[src/rtl/lsu_pkg.sv]
// Shared decode constants, FSM/size enums and lane helpers for the memory-stage LSU port.
package lsu_pkg;

  localparam logic [6:0] OPC_LOAD  = 7'b0000011;
  localparam logic [6:0] OPC_STORE = 7'b0100011;

  localparam logic [2:0] F3_B  = 3'b000;
  localparam logic [2:0] F3_H  = 3'b001;
  localparam logic [2:0] F3_W  = 3'b010;
  localparam logic [2:0] F3_BU = 3'b100;
  localparam logic [2:0] F3_HU = 3'b101;

  typedef enum logic [1:0] {
    ST_IDLE = 2'b00,
    ST_REQ  = 2'b01,
    ST_RSP  = 2'b10,
    ST_DONE = 2'b11
  } lsu_state_e;

  typedef enum logic [1:0] {
    SZ_BYTE = 2'b00,
    SZ_HALF = 2'b01,
    SZ_WORD = 2'b10
  } mem_size_e;

  function automatic logic [3:0] byte_enables(input mem_size_e sz, input logic [1:0] lo);
    logic [3:0] be;
    case (sz)
      SZ_BYTE: be = 4'b0001 << lo;
      SZ_HALF: be = 4'b0011 << {lo[1], 1'b0};
      default: be = 4'b1111;
    endcase
    return be;
  endfunction

  function automatic logic [31:0] lane_replicate(input mem_size_e sz, input logic [31:0] wd);
    logic [31:0] r;
    case (sz)
      SZ_BYTE: r = {4{wd[7:0]}};
      SZ_HALF: r = {2{wd[15:0]}};
      default: r = wd;
    endcase
    return r;
  endfunction

endpackage

[src/rtl/lsu_load_align.sv]
// Combinational load aligner: selects the addressed byte/half of the read word and extends it.
module lsu_load_align
  import lsu_pkg::*;
(
  input  logic [31:0] rdata,
  input  logic [1:0]  addr_lo,
  input  logic [2:0]  funct3,
  output logic [31:0] load_data
);

  logic [7:0]  sel_byte;
  logic [15:0] sel_half;

  always_comb begin
    sel_byte  = 8'h00;
    sel_half  = 16'h0000;
    load_data = 32'h0000_0000;
    case (addr_lo)
      2'b00:   sel_byte = rdata[7:0];
      2'b01:   sel_byte = rdata[15:8];
      2'b10:   sel_byte = rdata[23:16];
      default: sel_byte = rdata[31:24];
    endcase
    if (addr_lo[1]) begin
      sel_half = rdata[31:16];
    end else begin
      sel_half = rdata[15:0];
    end
    case (funct3)
      F3_B:    load_data = {{24{sel_byte[7]}}, sel_byte};
      F3_H:    load_data = {{16{sel_half[15]}}, sel_half};
      F3_BU:   load_data = {24'h000000, sel_byte};
      F3_HU:   load_data = {16'h0000, sel_half};
      default: load_data = rdata;
    endcase
  end

endmodule

[src/rtl/mem_lsu_port.sv]
// Memory-stage load/store port: decodes the held instruction, runs one bus request/response and stalls the DE->MW register meanwhile.
// Build macro LSU_MISALIGN_TRAP_EN: misaligned half/word accesses pulse `misalign` instead of being force-aligned.
module mem_lsu_port
  import lsu_pkg::*;
#(
  parameter int ADDR_W = 32
) (
  input  logic              clk,
  input  logic              reset,
  input  logic [31:0]       aluIn,
  input  logic [31:0]       writeDataIn,
  input  logic [31:0]       instIn,
  output logic              stall,
  output logic              req_valid,
  input  logic              req_ready,
  output logic [ADDR_W-1:0] req_addr,
  output logic              req_we,
  output logic [31:0]       req_wdata,
  output logic [3:0]        req_be,
  input  logic              rsp_valid,
  input  logic [31:0]       rsp_rdata,
  output logic [31:0]       load_data,
  output logic              load_valid,
  output logic              misalign
);

  lsu_state_e  state, state_next;
  logic [6:0]  opcode;
  logic [2:0]  funct3;
  logic        is_load, is_store, mem_op, trap, start, stall_c;
  mem_size_e   size;
  logic [1:0]  addr_lo;
  logic [31:0] eff_addr;
  logic        load_q;
  logic [2:0]  funct3_q;
  logic [1:0]  addr_lo_q;
  logic [31:0] aligned;
  logic        unused_bits;

  assign unused_bits = ^{instIn[31:15], instIn[11:7]};

  always_comb begin
    opcode   = instIn[6:0];
    funct3   = instIn[14:12];
    is_load  = 1'b0;
    is_store = 1'b0;
    if (opcode == OPC_LOAD) begin
      case (funct3)
        F3_B, F3_H, F3_W, F3_BU, F3_HU: is_load = 1'b1;
        default:                        is_load = 1'b0;
      endcase
    end else if (opcode == OPC_STORE) begin
      case (funct3)
        F3_B, F3_H, F3_W: is_store = 1'b1;
        default:          is_store = 1'b0;
      endcase
    end else begin
      is_load  = 1'b0;
      is_store = 1'b0;
    end
  end

  assign mem_op = is_load | is_store;

  // Size and force-aligned low address bits; the slave picks lanes from req_be.
  always_comb begin
    case (funct3[1:0])
      2'b00:   size = SZ_BYTE;
      2'b01:   size = SZ_HALF;
      default: size = SZ_WORD;
    endcase
    case (size)
      SZ_HALF: addr_lo = {aluIn[1], 1'b0};
      SZ_WORD: addr_lo = 2'b00;
      default: addr_lo = aluIn[1:0];
    endcase
    eff_addr = {aluIn[31:2], addr_lo};
  end

`ifdef LSU_MISALIGN_TRAP_EN
  assign trap     = mem_op && (((size == SZ_HALF) && aluIn[0]) ||
                               ((size == SZ_WORD) && (aluIn[1:0] != 2'b00)));
  assign misalign = !reset && (state == ST_IDLE) && trap;
`else
  assign trap     = 1'b0;
  assign misalign = 1'b0;
`endif

  assign start = mem_op && !trap;

  always_comb begin
    state_next = state;
    stall_c    = 1'b0;
    case (state)
      ST_IDLE: begin
        if (start) begin
          state_next = ST_REQ;
          stall_c    = 1'b1;
        end else begin
          state_next = ST_IDLE;
          stall_c    = 1'b0;
        end
      end
      ST_REQ: begin
        stall_c = 1'b1;
        if (req_ready) begin
          state_next = ST_RSP;
        end else begin
          state_next = ST_REQ;
        end
      end
      ST_RSP: begin
        stall_c = 1'b1;
        if (rsp_valid) begin
          state_next = ST_DONE;
        end else begin
          state_next = ST_RSP;
        end
      end
      ST_DONE: begin
        state_next = ST_IDLE;
        stall_c    = 1'b0;
      end
      default: begin
        state_next = ST_IDLE;
        stall_c    = 1'b0;
      end
    endcase
  end

  // Reset gates the combinational IDLE stall so it clears in the same cycle.
  assign stall      = !reset && stall_c;
  assign req_valid  = (state == ST_REQ);
  assign load_valid = (state == ST_DONE) && load_q;

  lsu_load_align u_align (
    .rdata     (rsp_rdata),
    .addr_lo   (addr_lo_q),
    .funct3    (funct3_q),
    .load_data (aligned)
  );

  always_ff @(posedge clk or posedge reset) begin
    if (reset) begin
      state     <= ST_IDLE;
      req_addr  <= {ADDR_W{1'b0}};
      req_we    <= 1'b0;
      req_wdata <= 32'h0000_0000;
      req_be    <= 4'b0000;
      load_data <= 32'h0000_0000;
      load_q    <= 1'b0;
      funct3_q  <= 3'b000;
      addr_lo_q <= 2'b00;
    end else begin
      state <= state_next;
      if ((state == ST_IDLE) && start) begin
        req_addr  <= ADDR_W'(eff_addr);
        req_we    <= is_store;
        req_wdata <= lane_replicate(size, writeDataIn);
        req_be    <= byte_enables(size, addr_lo);
        load_q    <= is_load;
        funct3_q  <= funct3;
        addr_lo_q <= addr_lo;
      end
      if ((state == ST_RSP) && rsp_valid && load_q) begin
        load_data <= aligned;
      end
    end
  end

endmodule
[config.mk]
export PLATFORM = sky130hd
export DESIGN_NAME = mem_lsu_port
export DESIGN_NICKNAME = d
export VERILOG_FILES = /design/src/rtl/lsu_pkg.sv /design/src/rtl/lsu_load_align.sv /design/src/rtl/mem_lsu_port.sv
export SDC_FILE = /design/constraint.sdc
export NUM_CORES = 1
export LEC_CHECK = 0
export ABC_AREA = 0
export CAP_MARGIN = 20
export CORE_MARGIN = 5
export CORE_UTILIZATION = 30
export DETAILED_ROUTE_END_ITERATION = 8
export PLACE_DENSITY_LB_ADDON = 0.3
export SYNTH_ARGS = -nofsm -noshare
export SYNTH_HDL_FRONTEND = slang
export SYNTH_SLANG_ARGS = --single-unit
[constraint.sdc]
create_clock -name clk -period 3.9 [get_ports clk]
set_input_delay 0.78 -clock clk [delete_from_list [all_inputs] [get_ports clk]]
set_output_delay 0.78 -clock clk [all_outputs]
set_load 0.1 [all_outputs]
# == Yosys cells after proc, flatten, opt, wreduce, memory -nomap -nowiden ==
# Cells that the tools add are included.
# word_totals
output_inout_bits,105
ff_bits,109
wordCells,62
inputBits,132
# op_classes
reduce_logical,15
shifts,2
n_eq_ne,17
muxes,18
bitwise_logic,1
# op_table
cell,n
one-hot mux 32 bit (4 select lines),1
one-hot mux 32 bit (2 select lines),1
one-hot mux 8 bit (3 select lines),1
two-way mux 16 bit,1
equality test 3 bit (second input constant),4
equality test 2 x 1 -> 1 bit (second input constant),4
equality test 2 bit (second input constant),4
logical NOT 2 bit,4
two-way mux 1 bit,8
one-hot mux 2 bit (2 select lines),2
one-hot mux 2 bit (4 select lines),1
one-hot mux 4 bit (2 select lines),1
equality test 7 x 2 -> 1 bit (second input constant),1
equality test 7 x 6 -> 1 bit (second input constant),1
equality test 3 x 1 -> 1 bit (second input constant),2
logical NOT 3 bit,2
logical AND 1 bit,5
OR reduction 5 bit,1
<< shifter 1 x 2 -> 4 bit (first input constant),1
<< shifter 2 x 2 -> 4 bit (first input constant),1
equality test 3 x 2 -> 1 bit (second input constant),1
one-hot mux 1 bit (3 select lines),1
OR reduction 3 bit,1
two-way mux 2 bit,1
other kinds (3),3

# == Depth between registers and ports, before layout ==
# logic_depth
depth_word,9
mapped_depth,8
ltp_nobuf,6

# == Hierarchy ==
# A second synthesis with hierarchy kept.
# hier_totals
hier_cells,436
hier_area_um2,5602.9
# by_module_without_submodules
mod,seq_area_each_um2,cells_per_inst,area_per_inst_um2,instances
mem_lsu_port,2677.6,305,4879.7,1
lsu_load_align,0.0,131,723.2,1

# == Least setup slack after synthesis ==
# Ideal clock, no wire load.
# synth_path
path_type,input-to-output
startpoint,input port instIn[13]
endpoint,output port stall
stages,5
arrival_ns,2.952
n_path_buf,1
required_ns,3.120
slack_ns,0.168
path_cell_list,buf_2 a211oi_4 and2_1 nand3_1 a21oi_1
# synth_via
elab_chain_cells,9
elab_cells_between_ends,16
cone_classes,eq/ne: 4; mux: 7; bitwise: 1; reduce/logical: 4
# synth_rtl
item,line_no,source
"start, declared",mem_lsu_port.sv:12,"input logic [31:0] instIn,"
equality test 3 x 1 -> 1 bit (tied with other cells),"mem_lsu_port.sv:48, mem_lsu_port.sv:53",
OR reduction 3 bit,mem_lsu_port.sv:53,case (funct3)
two-way mux 1 bit,mem_lsu_port.sv:53,
two-way mux 1 bit,mem_lsu_port.sv:52,end else if (opcode == OPC_STORE) begin
two-way mux 1 bit,mem_lsu_port.sv:47,if (opcode == OPC_LOAD) begin
bitwise OR 1 bit (*),mem_lsu_port.sv:63,assign mem_op = is_load | is_store;
two-way mux 1 bit (*),mem_lsu_port.sv:96,if (start) begin
one-hot mux 1 bit (3 select lines) (*),mem_lsu_port.sv:94,case (state)
logical AND 1 bit (*),mem_lsu_port.sv:132,assign stall = !reset && stall_c;
"end, declared",mem_lsu_port.sv:13,"output logic stall,"
# Mark *: on every way between the ends. The rest lies on a longest branch, timed or not.

# == Final worst setup path ==
# Same ends and word-level chain as after synthesis.

==> key figures <==
Clock network
  • Cts repair resizes: 0
  • TritonCTS clock tree: built
  • Clk_lat worst skew: 0.35 ns
  • Root Driver: clkbuf_16
  • H-Tree Depth: 3
  • Sink Count: 107
  • Post-CTS Repair Setup Buffers: 0
  • CTS Buffer Depth: 2
  • Total CTS buffers: 9
  • CTS clock-pin slew for the worst setup and hold paths: 0.07 ns
  • CTS Hold Bufs: 0

Worst hold path
  • Worst hold path type: flip-flop to flip-flop
  • Hold path cells: 2
  • WHS Endpoint: req_wdata[26]
  • Worst Min Path Start: req_wdata[26]

Synth
  • Ys flop type: dfrtp_1
  • Cell Area, Synth: 5104 sq um
  • Most frequent cell after synthesis: dfrtp_1
  • Syn_nets: 602
  • Synth Register Bits: 107
  • Top post-synthesis cells by area: dfrtp_1, mux2_1, mux2i_1
  • Post-synth top area share: 52.46%
  • Post-Syn Area per Cell: 10.98 sq um
  • Post-synth EDFFs: 0
  • Most frequent cells after synthesis: dfrtp_1, o21ai_0, mux2_1
  • Sequential area share after synthesis: 52.46%
  • Yosys cell types: 38
  • Post-synthesis async set-or-reset flop share: 100.0%
  • Post-synthesis cell count: 465
  • Ys Warns: 0
  • Post-synth top area cell: dfrtp_1

Drt
  • Drc violations: 0
  • Avg WL per Cell: 17.74 microns
  • Drt pass-1 iters: 6
  • Via Count: 4424
  • Drt total wl: 15.70 mm
  • Final ANT Viol Nets: 0
  • DR iter-0 viols: 159
  • DR vias/cell: 4.999

STA
  • RSZ-0062 raised after global routing: no
  • Final Setup Violations: 0
  • Layout Skew: 0.006957 ns
  • Slew HR: 28.43%
  • Crit path time final: 3.145 ns
  • Fin. Hold Viols: 0
  • Least-Margin Pin Slew: 1.074 ns
  • Worst Setup Slack, final: 0.7546 ns
  • Total Neg Setup Slack: 0 ns
  • Tcrit/Tclk final: 80.65%
  • Slew Viols, Final: 0
  • Fmax: 317.9 MHz

Placed design
  • HPWL Detailed: 11.53 mm
  • IO Port Bufs: 213
  • GP Congestion: 0.7880
  • Post-Place Setup Slack: 0.7399 ns

Global route
  • Vias in the first global route: 4616
  • Total grt overflow: 0
  • Largest net degree at the start of global routing: 101
  • First-pass GRT wire length: 25.25 mm
  • Initial antenna violation count: 0
  • Total Routing Usage GR: 15.87%

Finish
  • P&R area growth vs syn: 52.88%
  • Share of layout cells above drive strength 1: 6.466%
  • Nets: 797
  • Diodes inserted: 0

Setup path
  • Critical path class: input pin to primary output
  • CP Data Required Time: 3.12 ns
  • Worst Setup End Kind: primary output
  • CP Cell Sequence: clkdlybuf4s50_1 -> a211oi_4 -> and2_1 -> nand3_1 -> a21oi_1 -> buf_12
  • Flop-to-flop setup slack: 1.53 ns
  • CP Launch Type: input pin
  • Crit Path Max Fanout: 3
  • RR Startpoint: req_addr[1]
  • Family with the most delay on the worst path: buffers and inverters
  • Worst path max stage delay: 0.49 ns
  • Worst reg-to-reg path cell count: 4
  • CP arrival: 2.37 ns
  • Slowest cell on crit path: clkdlybuf4s50_1
  • Worst setup path startpoint: instIn[13]
  • Worst R2R End: load_data[28]
  • WP buf/inv: 2

Floorplan
  • Die X: 140.4 microns
  • Die area: 19720 sq um
  • Core area: 16640 sq um
  • Initial Util: 30.67%
  • I/O pin cnt: 237
  • Chip height: 140.4 microns
  • Number of core rows: 47

Outcome
  • Status: finished, final reports clean

Power and ir drop
  • Leak: 0.003376 uW
  • Peak VDD IR: 0.3992 mV
  • PwrDens: 670.6 nW/um^2

Flow run
  • Max-Cap Viols: 0
[state kept, by name (all words and copies together), names as in the netlist, named ones only]
name,cells
req_addr,32
load_data,32
state,1
load_q,1
funct3_q,3
req_wdata,32
req_we,1
req_be,4
[worst max-delay path by stage]
stage / cells after the start / slack (ns) / endpoint
global placement: 6 / 0.75 / stall
detailed placement: 6 / 0.74 / stall
CTS: 6 / 0.74 / stall
global route: 6 / 0.63 / stall
floorplan: 5 / 0.17 / stall
finish: 6 / 0.75 / stall
[final cells by class]
type / count / area [sq um]
Sequential cell: 107 / 2678
Tap cell: 220 / 275.3
Timing Repair Buffer: 220 / 2208
Clock inverter: 6 / 133.9
Clock buffer: 10 / 239.0
Fill cell: 1530 / 8840
Inverter: 4 / 17.52
Multi-Input combinational cell: 318 / 2251
[layer usage]
metal | GRT usage [%] | part of all wire [%] | vias to the layer above
li1 | - | - | 2066
met1 | 20.03 | 42 | 2143
met2 | 24.65 | 46 | 193
met3 | 6.442 | 11 | 22
met4 | 5.558 | 1.8 | 0
met5 | 0 | 0 | -
[worst register-to-register path, delay by kind of cell, from the launching register on]
family           cells  cell delay (ns)
flip-flops           1             0.99
multiplexers         1             0.43
AND/OR/NAND/NOR      2             0.61
AO/OA/AOI/OAI        1             0.19
[logic make-up after synthesis]
group           count (synthesis)  share of synthesized area (%)
fa+ha+maj                       5                          1.226
mux                            84                          17.77
simple gates                   90                          8.826
other cells                     1                        0.07348
buf+inv                        40                          3.432
compound gates                138                          16.21
flops                         107                          52.46
[per-stage QoR]
stage | total power, uW | instances | instance area, sq um | utilization (%) | hold WS, ns
6_report | 5232 | 885 | 7802 | 46.88 | 0.4876
5_1_grt | 5442 | 885 | 7802 | 46.88 | 0.5140
4_1_cts | 5286 | 884 | 7791 | 46.82 | 0.4901
3_5_place_dp | 4138 | 868 | 7418 | 44.58 | 0.4736
3_3_place_gp | 4107 | 868 | 7418 | 44.58 | 0.4603
2_1_floorplan | 3413 | 465 | 5104 | - | 0.4999
[power breakdown]
part / internal, uW / switching (uW) / leakage, uW
combinational: 622 / 1970 / 0.00176
sequential: 1340 / 178 / 0.00143
clock: 711 / 415 / 0.000183
[placed cells by master, fill, tap and decap left out, types with 4 or more instances in the layout]
master	count
a211o_1	7
mux2_1	42
clkdlybuf4s50_1	211
ha_1	5
mux2i_1	31
o21ai_1	6
a21oi_1	40
nor2_1	13
a2bb2oi_1	7
buf_4	6
nand2_1	40
dfrtp_1	107
bufinv_16	4
o211ai_1	16
o21ai_0	52
nand3b_1	8
nand3_1	4
mux2_2	11
nor3_1	9
clkbuf_16	9
Note: power is estimated with default switching activity, not from simulation.
